===== src/rtl/seq_generator_if.sv =====
// Launch/serial-output bundle between a frame source (master) and seq_generator (slave).
interface seq_generator_if #(
    parameter int DATA_W = 8
);
    logic              start;
    logic [DATA_W-1:0] pattern;
    logic              dout;
    logic              dout_vld;
    logic              busy;
    logic              done;
    logic [7:0]        seg;

    modport master (
        output start,
        output pattern,
        input  dout,
        input  dout_vld,
        input  busy,
        input  done,
        input  seg
    );

    modport slave (
        input  start,
        input  pattern,
        output dout,
        output dout_vld,
        output busy,
        output done,
        output seg
    );
endinterface


===== src/rtl/seq_generator.sv =====
// Serialises a DATA_W-bit pattern MSB first, idles GAP cycles, and shows a 3-bit frame count on a 7-seg code.
// Macro SEQ_GEN_REPEAT_EN: level-sensitive start with back-to-back relaunch; undefined = single-shot on start rising edge.
module seq_generator #(
    parameter int DATA_W = 8,
    parameter int GAP    = 2
) (
    input  logic           clk,
    input  logic           rst_n,
    seq_generator_if.slave bus
);
    localparam int               CNT_W    = $clog2(DATA_W) + 1;
    localparam logic [CNT_W-1:0] LAST_BIT = CNT_W'(DATA_W);
    localparam logic [3:0]       LAST_GAP = 4'(GAP);

    typedef enum logic [1:0] {
        S_IDLE  = 2'd0,
        S_SHIFT = 2'd1,
        S_GAP   = 2'd2
    } state_t;

    state_t            state_q, state_d;
    logic [DATA_W-1:0] shift_q, shift_d;
    logic [CNT_W-1:0]  bit_cnt_q, bit_cnt_d;
    logic [3:0]        gap_cnt_q, gap_cnt_d;
    logic              dout_q, dout_d;
    logic              dout_vld_q, dout_vld_d;
    logic              busy_q, busy_d;
    logic              done_q, done_d;
    logic [2:0]        frame_cnt_q, frame_cnt_d;
    logic              launch_req;
    logic              load;

`ifdef SEQ_GEN_REPEAT_EN
    assign launch_req = bus.start;
`else
    // armed_q blocks a start that was already high when reset released.
    logic start_prev_q, start_prev_d;
    logic armed_q, armed_d;

    assign launch_req = bus.start & ~start_prev_q & armed_q;

    always_comb begin
        start_prev_d = bus.start;
        armed_d      = armed_q | ~bus.start;
    end

    always_ff @(posedge clk or negedge rst_n) begin
        if (!rst_n) begin
            start_prev_q <= 1'b0;
            armed_q      <= 1'b0;
        end else begin
            start_prev_q <= start_prev_d;
            armed_q      <= armed_d;
        end
    end
`endif

    always_comb begin
        state_d     = state_q;
        shift_d     = shift_q;
        bit_cnt_d   = bit_cnt_q;
        gap_cnt_d   = gap_cnt_q;
        dout_d      = 1'b0;
        dout_vld_d  = 1'b0;
        busy_d      = 1'b0;
        done_d      = 1'b0;
        frame_cnt_d = frame_cnt_q;
        load        = 1'b0;

        case (state_q)
            S_IDLE: begin
                if (launch_req) load = 1'b1;
            end
            S_SHIFT: begin
                if (bit_cnt_q == LAST_BIT) begin
                    state_d     = S_GAP;
                    gap_cnt_d   = 4'd1;
                    busy_d      = 1'b1;
                    done_d      = 1'b1;
                    frame_cnt_d = frame_cnt_q + 3'd1;
                end else begin
                    dout_d     = shift_q[DATA_W-1];
                    dout_vld_d = 1'b1;
                    busy_d     = 1'b1;
                    shift_d    = shift_q << 1;
                    bit_cnt_d  = bit_cnt_q + 1'b1;
                end
            end
            S_GAP: begin
                if (gap_cnt_q == LAST_GAP) begin
`ifdef SEQ_GEN_REPEAT_EN
                    if (launch_req) load = 1'b1;
                    else            state_d = S_IDLE;
`else
                    state_d = S_IDLE;
`endif
                end else begin
                    gap_cnt_d = gap_cnt_q + 4'd1;
                    busy_d    = 1'b1;
                end
            end
            default: state_d = S_IDLE;
        endcase

        // The first bit leaves straight from the pattern so it appears one cycle after launch.
        if (load) begin
            state_d    = S_SHIFT;
            dout_d     = bus.pattern[DATA_W-1];
            dout_vld_d = 1'b1;
            busy_d     = 1'b1;
            shift_d    = bus.pattern << 1;
            bit_cnt_d  = CNT_W'(1);
        end
    end

    always_ff @(posedge clk or negedge rst_n) begin
        if (!rst_n) begin
            state_q     <= S_IDLE;
            shift_q     <= '0;
            bit_cnt_q   <= '0;
            gap_cnt_q   <= '0;
            dout_q      <= 1'b0;
            dout_vld_q  <= 1'b0;
            busy_q      <= 1'b0;
            done_q      <= 1'b0;
            frame_cnt_q <= 3'd0;
        end else begin
            state_q     <= state_d;
            shift_q     <= shift_d;
            bit_cnt_q   <= bit_cnt_d;
            gap_cnt_q   <= gap_cnt_d;
            dout_q      <= dout_d;
            dout_vld_q  <= dout_vld_d;
            busy_q      <= busy_d;
            done_q      <= done_d;
            frame_cnt_q <= frame_cnt_d;
        end
    end

    always_comb begin
        case (frame_cnt_q)
            3'd0:    bus.seg = 8'h3F;
            3'd1:    bus.seg = 8'h06;
            3'd2:    bus.seg = 8'h5B;
            3'd3:    bus.seg = 8'h4F;
            3'd4:    bus.seg = 8'h66;
            3'd5:    bus.seg = 8'h6D;
            3'd6:    bus.seg = 8'h7D;
            default: bus.seg = 8'h07;
        endcase
    end

    assign bus.dout     = dout_q;
    assign bus.dout_vld = dout_vld_q;
    assign bus.busy     = busy_q;
    assign bus.done     = done_q;
endmodule


===== src/flat_wrapper.sv =====
// flat-port wrapper written by rule: the top's interface ports become plain ports
module seq_generator_flat 
#(
    parameter int DATA_W = 8,
    parameter int GAP    = 2
)
  (clk, rst_n, bus_start, bus_pattern, bus_dout, bus_dout_vld, bus_busy, bus_done, bus_seg);
  seq_generator_if #(.DATA_W(DATA_W)) bus_i ();
  input  logic clk;
  input  logic rst_n;
  input wire logic [$bits(bus_i.start)-1:0] bus_start;
  input wire logic [$bits(bus_i.pattern)-1:0] bus_pattern;
  output wire logic [$bits(bus_i.dout)-1:0] bus_dout;
  output wire logic [$bits(bus_i.dout_vld)-1:0] bus_dout_vld;
  output wire logic [$bits(bus_i.busy)-1:0] bus_busy;
  output wire logic [$bits(bus_i.done)-1:0] bus_done;
  output wire logic [$bits(bus_i.seg)-1:0] bus_seg;
  assign bus_i.start = bus_start;
  assign bus_i.pattern = bus_pattern;
  assign bus_dout = bus_i.dout;
  assign bus_dout_vld = bus_i.dout_vld;
  assign bus_busy = bus_i.busy;
  assign bus_done = bus_i.done;
  assign bus_seg = bus_i.seg;
  seq_generator #(.DATA_W(DATA_W), .GAP(GAP)) u_core (.clk(clk), .rst_n(rst_n), .bus(bus_i));
endmodule

===== config.mk =====
export PLATFORM = sky130hd
export DESIGN_NAME = seq_generator_flat
export DESIGN_NICKNAME = d
export VERILOG_FILES = /design/src/rtl/seq_generator_if.sv /design/src/rtl/seq_generator.sv /design/src/flat_wrapper.sv
export SDC_FILE = /design/constraint.sdc
export NUM_CORES = 1
export LEC_CHECK = 0
export ABC_AREA = 1
export BUFFER_PORTS_ARGS = -buffer_cell sky130_fd_sc_hd__buf_4
export CORE_MARGIN = 2
export CORE_UTILIZATION = 50
export CTS_BUF_LIST = sky130_fd_sc_hd__clkbuf_16
export CTS_CLUSTER_SIZE = 40
export DETAILED_ROUTE_END_ITERATION = 7
export PLACE_DENSITY = 0.75
export SETUP_SLACK_MARGIN = 0.5
export SYNTH_ARGS = -nofsm -noshare
export SYNTH_HDL_FRONTEND = slang
export SYNTH_SLANG_ARGS = --single-unit

===== constraint.sdc =====
create_clock -name clk -period 1.4 [get_ports clk]
set_clock_uncertainty 0.05 [all_clocks]
set_input_delay 0.07 -clock clk [delete_from_list [all_inputs] [get_ports clk]]
set_output_delay 0.07 -clock clk [all_outputs]
set_load 0.05 [all_outputs]

==> results of run 1 <==
cells in the mapped netlist:
| cell | n | area share (%) |
|---|---|---|
| a21oi_1 | 1 | 0.35 |
| buf_4 | 1 | 0.52 |
| conb_1 | 1 | 0.26 |
| dfrtp_1 | 26 | 45 |
| ha_1 | 12 | 10 |
| inv_1 | 21 | 5.5 |
| inv_2 | 2 | 0.52 |
| inv_4 | 2 | 0.87 |
| nand2_1 | 55 | 14 |
| nand2_2 | 1 | 0.43 |
| nand2_4 | 2 | 1.6 |
| nand3_1 | 18 | 6.2 |
| nand3_2 | 1 | 0.69 |
| nand4_1 | 2 | 0.87 |
| nor2_1 | 7 | 1.8 |
| nor2_2 | 1 | 0.43 |
| nor2_8 | 2 | 2.8 |
| nor3_1 | 2 | 0.69 |
| o21ai_0 | 6 | 2.1 |
| o21ai_1 | 6 | 2.1 |
| o21bai_1 | 1 | 0.52 |
| or2_2 | 2 | 0.87 |
| xnor2_1 | 1 | 0.61 |
| xor2_1 | 1 | 0.61 |
cell families after synthesis:
| kind of cell | after synthesis | share of synthesized area [%] |
|---|---|---|
| buf+inv | 26 | 7.366 |
| fa+ha+maj | 12 | 10.40 |
| compound gates | 14 | 5.026 |
| flops | 26 | 45.06 |
| xor+xnor | 2 | 1.213 |
| simple gates | 93 | 30.68 |
| other cells | 1 | 0.2597 |
through the flow:
stage / setup slack (ps) / cell area [um2] / TNS (ps)
2_1_floorplan: -36.27 / 1622 / -71.51
3_3_place_gp: -44.67 / 1871 / -44.67
3_5_place_dp: -110.5 / 1871 / -152.7
4_1_cts: -275.4 / 2462 / -1597
repair_timing:
| item | CTS |
|---|---|
| gates cloned | 1 |
| endpoints found under the setup margin | 35 |
| hold buffers | 10 |
| pin swaps | 24 |
| resized for setup | 53 |
| hold endpoints to repair | 35 |
| setup buffers | 23 |
==> impl_metrics.json, run 1 <==
{
  "grt_max_degree": 27,
  "dp_hpwl_um": 2051,
  "status": "stopped before the end",
  "htreeDepth": 1,
  "placementRows": 19,
  "synth_seq_cells": 26,
  "port_buffers": 21,
  "ys_types": 24,
  "dpl.cell_count": 233,
  "cts_buffers": 3,
  "tool.error": "[ERROR DPL-0033] detailed placement checks failed during check placement.",
  "antenna_found_initial": 0,
  "syn_area_per_cell_um2": 8.298,
  "die_w_um": 57.74,
  "synth_cells": 174,
  "cts-root-buf": "clkbuf_16",
  "ys_seq_area_share_pct": 45.06,
  "start_util_pct": 52.36,
  "ys_warn_count": 0,
  "gp_congestion": 0.8879,
  "clk_path_buf_depth": 2,
  "crit_endpoint": "bus_seg[6]",
  "die_h_um": 57.74,
  "worstEpCategory": "top-level output",
  "clock-sinks": 26,
  "failing_step": "5_1_grt",
  "synth_area_um2": 1444,
  "io_pins": 23,
  "syn-num-nets": 197
}
==> inputs of run 2 (changes only) <==
--- a/config.mk
+++ b/config.mk
@@ -8,12 +8,9 @@
 export ABC_AREA = 1
 export BUFFER_PORTS_ARGS = -buffer_cell sky130_fd_sc_hd__buf_4
 export CORE_MARGIN = 2
-export CORE_UTILIZATION = 50
-export CTS_BUF_LIST = sky130_fd_sc_hd__clkbuf_16
-export CTS_CLUSTER_SIZE = 40
+export CORE_UTILIZATION = 40
 export DETAILED_ROUTE_END_ITERATION = 7
-export PLACE_DENSITY = 0.75
-export SETUP_SLACK_MARGIN = 0.5
+export PLACE_DENSITY_LB_ADDON = 0.15
 export SYNTH_ARGS = -nofsm -noshare
 export SYNTH_HDL_FRONTEND = slang
 export SYNTH_SLANG_ARGS = --single-unit
==> constraint.sdc (replaced) <==
create_clock -name clk -period 1.8 [get_ports clk]
set_clock_uncertainty 0.05 [all_clocks]
set_input_delay 0.09 -clock clk [delete_from_list [all_inputs] [get_ports clk]]
set_output_delay 0.09 -clock clk [all_outputs]
set_load 0.05 [all_outputs]
==> run 2 against run 1 <==
The flow now finishes without violations. Synthesized cell count unchanged. Area after synthesis is the same.
==> impl_metrics.json, run 2 <==
{
  "die_w_um": 64.08,
  "firstDrtPassIters": 4,
  "die_area_um2": 4106,
  "ant_nets": 0,
  "cts_tree": "built",
  "setup_slack_ps": 34.74,
  "max_stage_delay_ps": 450,
  "start_util_pct": 42.60,
  "cts_buffers": 3,
  "endpoint_kind": "primary output",
  "synth_area_leaders": "dfrtp_1, nand2_1, ha_1",
  "slowest_stage": "dfrtp_1",
  "antenna_cells": 0,
  "grt_use_total_pct": 14.64,
  "synth_cells": 174,
  "syn-num-nets": 197,
  "via_per_inst": 4.734,
  "p_comb_share_pct": 62.8,
  "gp_congestion": 0.7413,
  "power.switching_w": 0.001605,
  "cts-root-buf": "clkbuf_4",
  "ys_top_cells_by_count": "nand2_1, dfrtp_1, inv_1",
  "yosys.area_share.adder_pct": 10.40,
  "synth_top_family_by_area": "simple AND/OR/NAND/NOR gates",
  "fin_setup_tns_ps": 0,
  "largest_registers": "u_core.shift_q (7), u_core.bit_cnt_q (4), u_core.gap_cnt_q (4)",
  "synth_top_area_share_pct": 45.06,
  "nets": 237,
  "synthArstFlopShare_pct": 100.0,
  "antenna_found_initial": 0,
  "overflow": 0,
  "ys_types": 24,
  "syn_to_final_growth_pct": 33.02,
  "cap_violations": 0,
  "synth-compound-area-share_pct": 5.026,
  "yosysTopAreaCell": "dfrtp_1",
  "rsz0062_at_grt": "yes",
  "regMostFlops": "u_core.shift_q",
  "final_common_cell": "nand2_1",
  "grt_pass1_vias": 1135,
  "critPathKind": "flop to primary output",
  "core_area_um2": 3390,
  "largest_reg_flops": 7,
  "cp.arrival_ps": 1630,
  "cp.required_ps": 1660,
  "synthMuxAreaShare_pct": 0,
  "wire_per_inst_um": 10.35,
  "clock_power_share_pct": 8.9,
  "fmax_mhz": 566.5,
  "die_h_um": 64.08,
  "synth_xor_area_share_pct": 1.213,
  "min_path_type": "input port to async pin",
  "finalCritPeriodShare_pct": 98.07,
  "fin_crit_ps": 1765,
  "clk_pin_slew_worst_paths_ps": 140,
  "synth_edf_count": 0,
  "crit_chain": "ha_2 -> ha_4 -> inv_4 -> nand3_2 -> o21bai_4 -> buf_6",
  "pre_cts_ws_ps": 83.26,
  "leakage_nw": 0.9633,
  "io_pins": 23,
  "ys.flop_type": "dfrtp_1",
  "initialDrtViolationCount": 39,
  "clock-sinks": 26,
  "port_buffers": 21,
  "mostFrequentLayoutCells": "nand2_1, dfrtp_1, buf_4, inv_1, nand3_1",
  "fin_hold_ws_ps": 144.5,
  "clk_path_buf_depth": 2,
  "cp-start-kind": "flop",
  "slew_viol_final": 0,
  "swShare_pct": 48.88,
  "hold_viol": 0,
  "dp_hpwl_um": 1925,
  "status": "completed",
  "grt_pass1_wl_um": 4781,
  "synth_seq_cells": 26,
  "drc": 0,
  "seqPwrFrac_pct": 28.2,
  "syn_area_per_cell_um2": 8.298,
  "worstPathMaxFanout": 4,
  "drive_gt1_share_pct": 28.64,
  "setup_viol": 0,
  "clk_latency_ps": 320,
  "vias": 1226,
  "vdd_ir_drop_max_uv": 711.5,
  "powerDensity_nw_per_um2": 1710,
  "grt_max_degree": 27,
  "placementRows": 21,
  "synth_area_um2": 1444,
  "p_int_w": 0.001679,
  "ys_seq_area_share_pct": 45.06,
  "yosysMostFrequentCell": "nand2_1",
  "synthSimpleGateAreaFrac_pct": 30.68,
  "drt-total-wl_um": 2681,
  "ys_warn_count": 0,
  "htreeDepth": 1
}
run 2: cell counts after synthesis:
Identical to the previous run, type by type.
run 2: kinds of logic after synthesis:
logic type | count (synthesis)
buffers and inverters | 26
AND/OR/NAND/NOR | 93
other | 1
flip-flops | 26
adder cells (fa/ha/maj) | 12
AO/OA/AOI/OAI | 14
XOR/XNOR | 2
run 2: area by class of cell:
class,count,area (um2)
Tap cell,46,57.56
Timing Repair Buffer,36,310.3
Multi-Input combinational cell,122,763.2
Fill cell,320,1469
Clock buffer,4,36.28
Inverter,25,101.3
Sequential cell,26,651.9
run 2: timing repair:
action	in CTS	in global routing
setup endpoints to repair	5	4
hold endpoints to repair	35	0
gates resized for setup	13	14
pin swaps	1	1
hold buffers	10	0
buffers inserted	1	4
run 2: per-stage QoR:
stage,util [%],power [W],cells,area (um2)
after floorplan,-,0.002265,174,1453
after global placement,48.98,0.002644,240,1660
after detailed placement,48.98,0.002694,240,1660
after CTS,54.15,0.003099,255,1836
after global routing,56.66,0.003549,259,1921
final,56.66,0.003284,259,1921
run 2: final timing paths:
check                                                        from                           endpoint  slack [ps]  cells past startpoint
min in group clk                                        bus_start      u_core.start_prev_q$_DFF_PN0_         370                      2
worst max-delay path            u_core.frame_cnt_q[1]$_DFFE_PN0P_                         bus_seg[0]          30                      6
worst max register to register      u_core.state_q[0]$_DFFE_PN0P_    u_core.bit_cnt_q[1]$_DFFE_PN0P_         230                      9
worst min register to register      u_core.shift_q[1]$_DFFE_PN0P_      u_core.shift_q[1]$_DFFE_PN0P_         440                      2
max in group asynchronous                                   rst_n  u_core.frame_cnt_q[2]$_DFFE_PN0P_        1290                      2
worst min-delay path                                        rst_n      u_core.state_q[0]$_DFFE_PN0P_         140                      2
run 2: metal layers:
layer	wire length, um	GRT usage (%)	vias to the layer above
met2	1355	24.87	21
met1	1204	18.62	576
li1	-	-	625
met3	89	1.937	4
met5	0	0	-
met4	31	6.250	0
run 2: worst max-delay path: cells and delay by family (launching register included):
kind	cells	cell delay [ps]
flops	1	450
fa+ha+maj	2	380
buf+inv	2	210
compound gates	1	180
simple gates	1	80
run 2: power groups by stage:
stage / Combinational (W) / Clock (W) / Sequential [W]
final: 0.00206 / 0.000293 / 0.000927
after global routing: 0.00226 / 0.000335 / 0.000957
after CTS: 0.00187 / 0.000310 / 0.000924
after detailed placement: 0.00177 / 0 / 0.000927
after global placement: 0.00173 / 0 / 0.000916
after floorplan: 0.00128 / 0 / 0.000990
Power figures use the tool's default switching activity.
==> inputs of run 3 (changes only) <==
--- a/config.mk
+++ b/config.mk
@@ -11,6 +11,7 @@
 export CORE_UTILIZATION = 40
 export DETAILED_ROUTE_END_ITERATION = 7
 export PLACE_DENSITY_LB_ADDON = 0.15
+export REMOVE_ABC_BUFFERS = 1
 export SYNTH_ARGS = -nofsm -noshare
 export SYNTH_HDL_FRONTEND = slang
 export SYNTH_SLANG_ARGS = --single-unit
==> constraint.sdc (replaced) <==
create_clock -name clk -period 1.63 [get_ports clk]
set_clock_uncertainty 0.05 [all_clocks]
set_input_delay 0.0815 -clock clk [delete_from_list [all_inputs] [get_ports clk]]
set_output_delay 0.0815 -clock clk [all_outputs]
set_load 0.05 [all_outputs]
==> run 3 against run 2 <==
The run now ends with setup timing left. Largest power group unchanged. Clock power rose by 56%. Sequential power rose by 11%. Largest cell class unchanged. Cell count fell by 1.2%. Count of clock-buffer cells in the layout fell by 1. Non-clock buffer count fell by 3.
==> impl_metrics.json, run 3 (same netlist as run 2, synthesis figures left out) <==
{
  "cap_violations": 0,
  "grt_use_total_pct": 14.99,
  "largest_registers": "u_core.shift_q (7), u_core.bit_cnt_q (4), u_core.gap_cnt_q (4)",
  "leakage_nw": 0.9641,
  "grt_pass1_wl_um": 4795,
  "grt_max_degree": 27,
  "met3_length_um": 81,
  "fin_hold_ws_ps": 113.3,
  "cts-root-buf": "clkbuf_4",
  "wire_per_inst_um": 10.69,
  "fmax_mhz": 542.7,
  "clk_latency_ps": 340,
  "vias": 1205,
  "p_comb_share_pct": 59.9,
  "worstPathMaxFanout": 4,
  "regMostFlops": "u_core.shift_q",
  "placed_area_um2": 1652,
  "vdd_ir_drop_max_uv": 847.1,
  "worstRegToRegCells": 7,
  "critPathLaunch": "u_core.frame_cnt_q[1]$_DFFE_PN0P_",
  "crit_end": "bus_seg[0]",
  "cp_num_cells": 6,
  "final_area_um2": 1921,
  "drc": 0,
  "final_common_cell": "nand2_1",
  "largest_reg_flops": 7,
  "post-route-util_pct": 56.66,
  "antenna_cells": 0,
  "fin_setup_tns_ps": -634.0,
  "power.switching_w": 0.001789,
  "seqPwrFrac_pct": 27.8,
  "syn_to_final_growth_pct": 33.02,
  "slew_viol_final": 0,
  "rr_endpoint": "u_core.gap_cnt_q[2]$_DFFE_PN0P_",
  "swShare_pct": 48.29,
  "cts_buffers": 3,
  "max_stage_delay_ps": 470,
  "reg2reg_from": "u_core.bit_cnt_q[0]$_DFFE_PN0P_",
  "drt-total-wl_um": 2737,
  "nets": 234,
  "slowest_stage": "dfrtp_1",
  "status": "finished with violations",
  "clock_power_share_pct": 12.3,
  "drive_gt1_share_pct": 27.62,
  "die_area_um2": 4106,
  "initialDrtViolationCount": 29,
  "cts_tree": "built",
  "dpl.cell_count": 240,
  "io_pins": 23,
  "r2r_slack_ps": 180,
  "critPathBufInv": 2,
  "cp.required_ps": 1500,
  "routed-wl-met2_um": 1372,
  "gp_congestion": 0.7239,
  "endpoint_kind": "primary output",
  "die_h_um": 64.08,
  "final_cells": 256,
  "p_int_w": 0.001916,
  "ant_nets": 0,
  "fin_crit_ps": 1843,
  "setup_viol": 6,
  "placementRows": 21,
  "highest_layer": "met4",
  "finalCritPeriodShare_pct": 113.1,
  "met1_length_um": 1246,
  "mostFrequentLayoutCells": "nand2_1, dfrtp_1, buf_4, nand3_1, inv_1",
  "clk_path_buf_depth": 2,
  "rsz0062_at_grt": "yes",
  "cp-start-kind": "flop",
  "port_buffers": 21,
  "dp_hpwl_um": 1922,
  "via_per_inst": 4.707,
  "critPathKind": "flop to primary output",
  "core_area_um2": 3390,
  "clk_pin_slew_worst_paths_ps": 150,
  "powerDensity_nw_per_um2": 1929,
  "overflow": 0,
  "crit_chain": "ha_2 -> ha_4 -> inv_4 -> nand3_2 -> o21bai_1 -> buf_4",
  "antenna_found_initial": 0,
  "htreeDepth": 1,
  "firstDrtPassIters": 4,
  "cp.arrival_ps": 1710,
  "violations": "setup timing",
  "grt_pass1_vias": 1125,
  "critPathTopFamily": "flip-flops",
  "start_util_pct": 42.60,
  "die_w_um": 64.08,
  "hold_viol": 0,
  "clock-sinks": 26,
  "setup_slack_ps": -212.7,
  "min_path_type": "input port to async pin",
  "fillCellCount": 320
}
[run 3: cell types whose count changed in the layout (fill, tap and decap cells not counted)]
cell       delta
bufinv_16     +1
nor2_4        +1
clkbuf_8      -1
o21bai_1      +1
nor2_2        -1
nand2_4       +1
inv_2         +1
buf_6         +2
nand2_2       -1
buf_4         -5
inv_1         -1
o21bai_4      -1
[run 3: worst register-to-register path, delay by kind of cell, from the launching register on]
family | cells | cell delay (ps)
and+or+nand+nor | 5 | 590
buffers and inverters | 1 | 100
DFF | 1 | 430
adders and majority gates | 1 | 200
[run 3: final cells by class]
type / instances / area [um2] / area share (%)
Sequential cell: 26 / 651.9 / 33.94
Clock buffer: 3 / 22.52 / 1.173
Clock inverter: 1 / 30.03 / 1.564
Inverter: 25 / 101.3 / 5.277
Timing Repair Buffer: 33 / 295.3 / 15.37
Tap cell: 46 / 57.56 / 2.997
Multi-Input combinational cell: 122 / 762.0 / 39.67
[run 3: power by group through the flow]
stage          logic (W)  clock network [W]  registers [W]
3_3_place_gp     0.00188                  0        0.00101
2_1_floorplan    0.00137                  0        0.00109
5_1_grt          0.00243           0.000493        0.00106
4_1_cts          0.00206           0.000469        0.00102
3_5_place_dp     0.00192                  0        0.00102
6_report         0.00222           0.000456        0.00103
[run 3: worst min-delay path by stage]
stage / start / to / slack [ps] / depth (start not counted)
final: rst_n / u_core.bus.dout_vld$_DFF_PN0_ / 110 / 2
after global routing: rst_n / u_core.bus.dout_vld$_DFF_PN0_ / 130 / 2
after detailed placement: rst_n / u_core.state_q[0]$_DFFE_PN0P_ / -40 / 1
after floorplan: rst_n / u_core.armed_q$_DFF_PN0_ / -260 / 0
after CTS: rst_n / u_core.frame_cnt_q[2]$_DFFE_PN0P_ / 110 / 2
after global placement: rst_n / u_core.state_q[0]$_DFFE_PN0P_ / -40 / 1
[run 3: through the flow]
stage / setup WS, ps / power [W]
after global placement: 85.86 / 0.002896
after CTS: -185.1 / 0.003548
after floorplan: -446.1 / 0.002467
after detailed placement: -31.32 / 0.002942
final: -212.7 / 0.003705
after global routing: -295.8 / 0.003980
[run 3: what timing repair did]
item / 4_1_cts / 5_1_grt
pin swaps: 1 / 4
setup buffers: 1 / 1
gates resized for setup: 17 / 17
hold buffers: 10 / 0
setup endpoints to repair: 7 / 15
gates cloned: 0 / 0
endpoints found under the hold margin: 36 / 0
[run 3: routing by layer]
metal | GRT usage (%) | vias up
met1 | 18.31 | 561
met3 | 2.817 | 4
met2 | 25.65 | 22
li1 | - | 618
met4 | 6.522 | 0
met5 | 0 | -
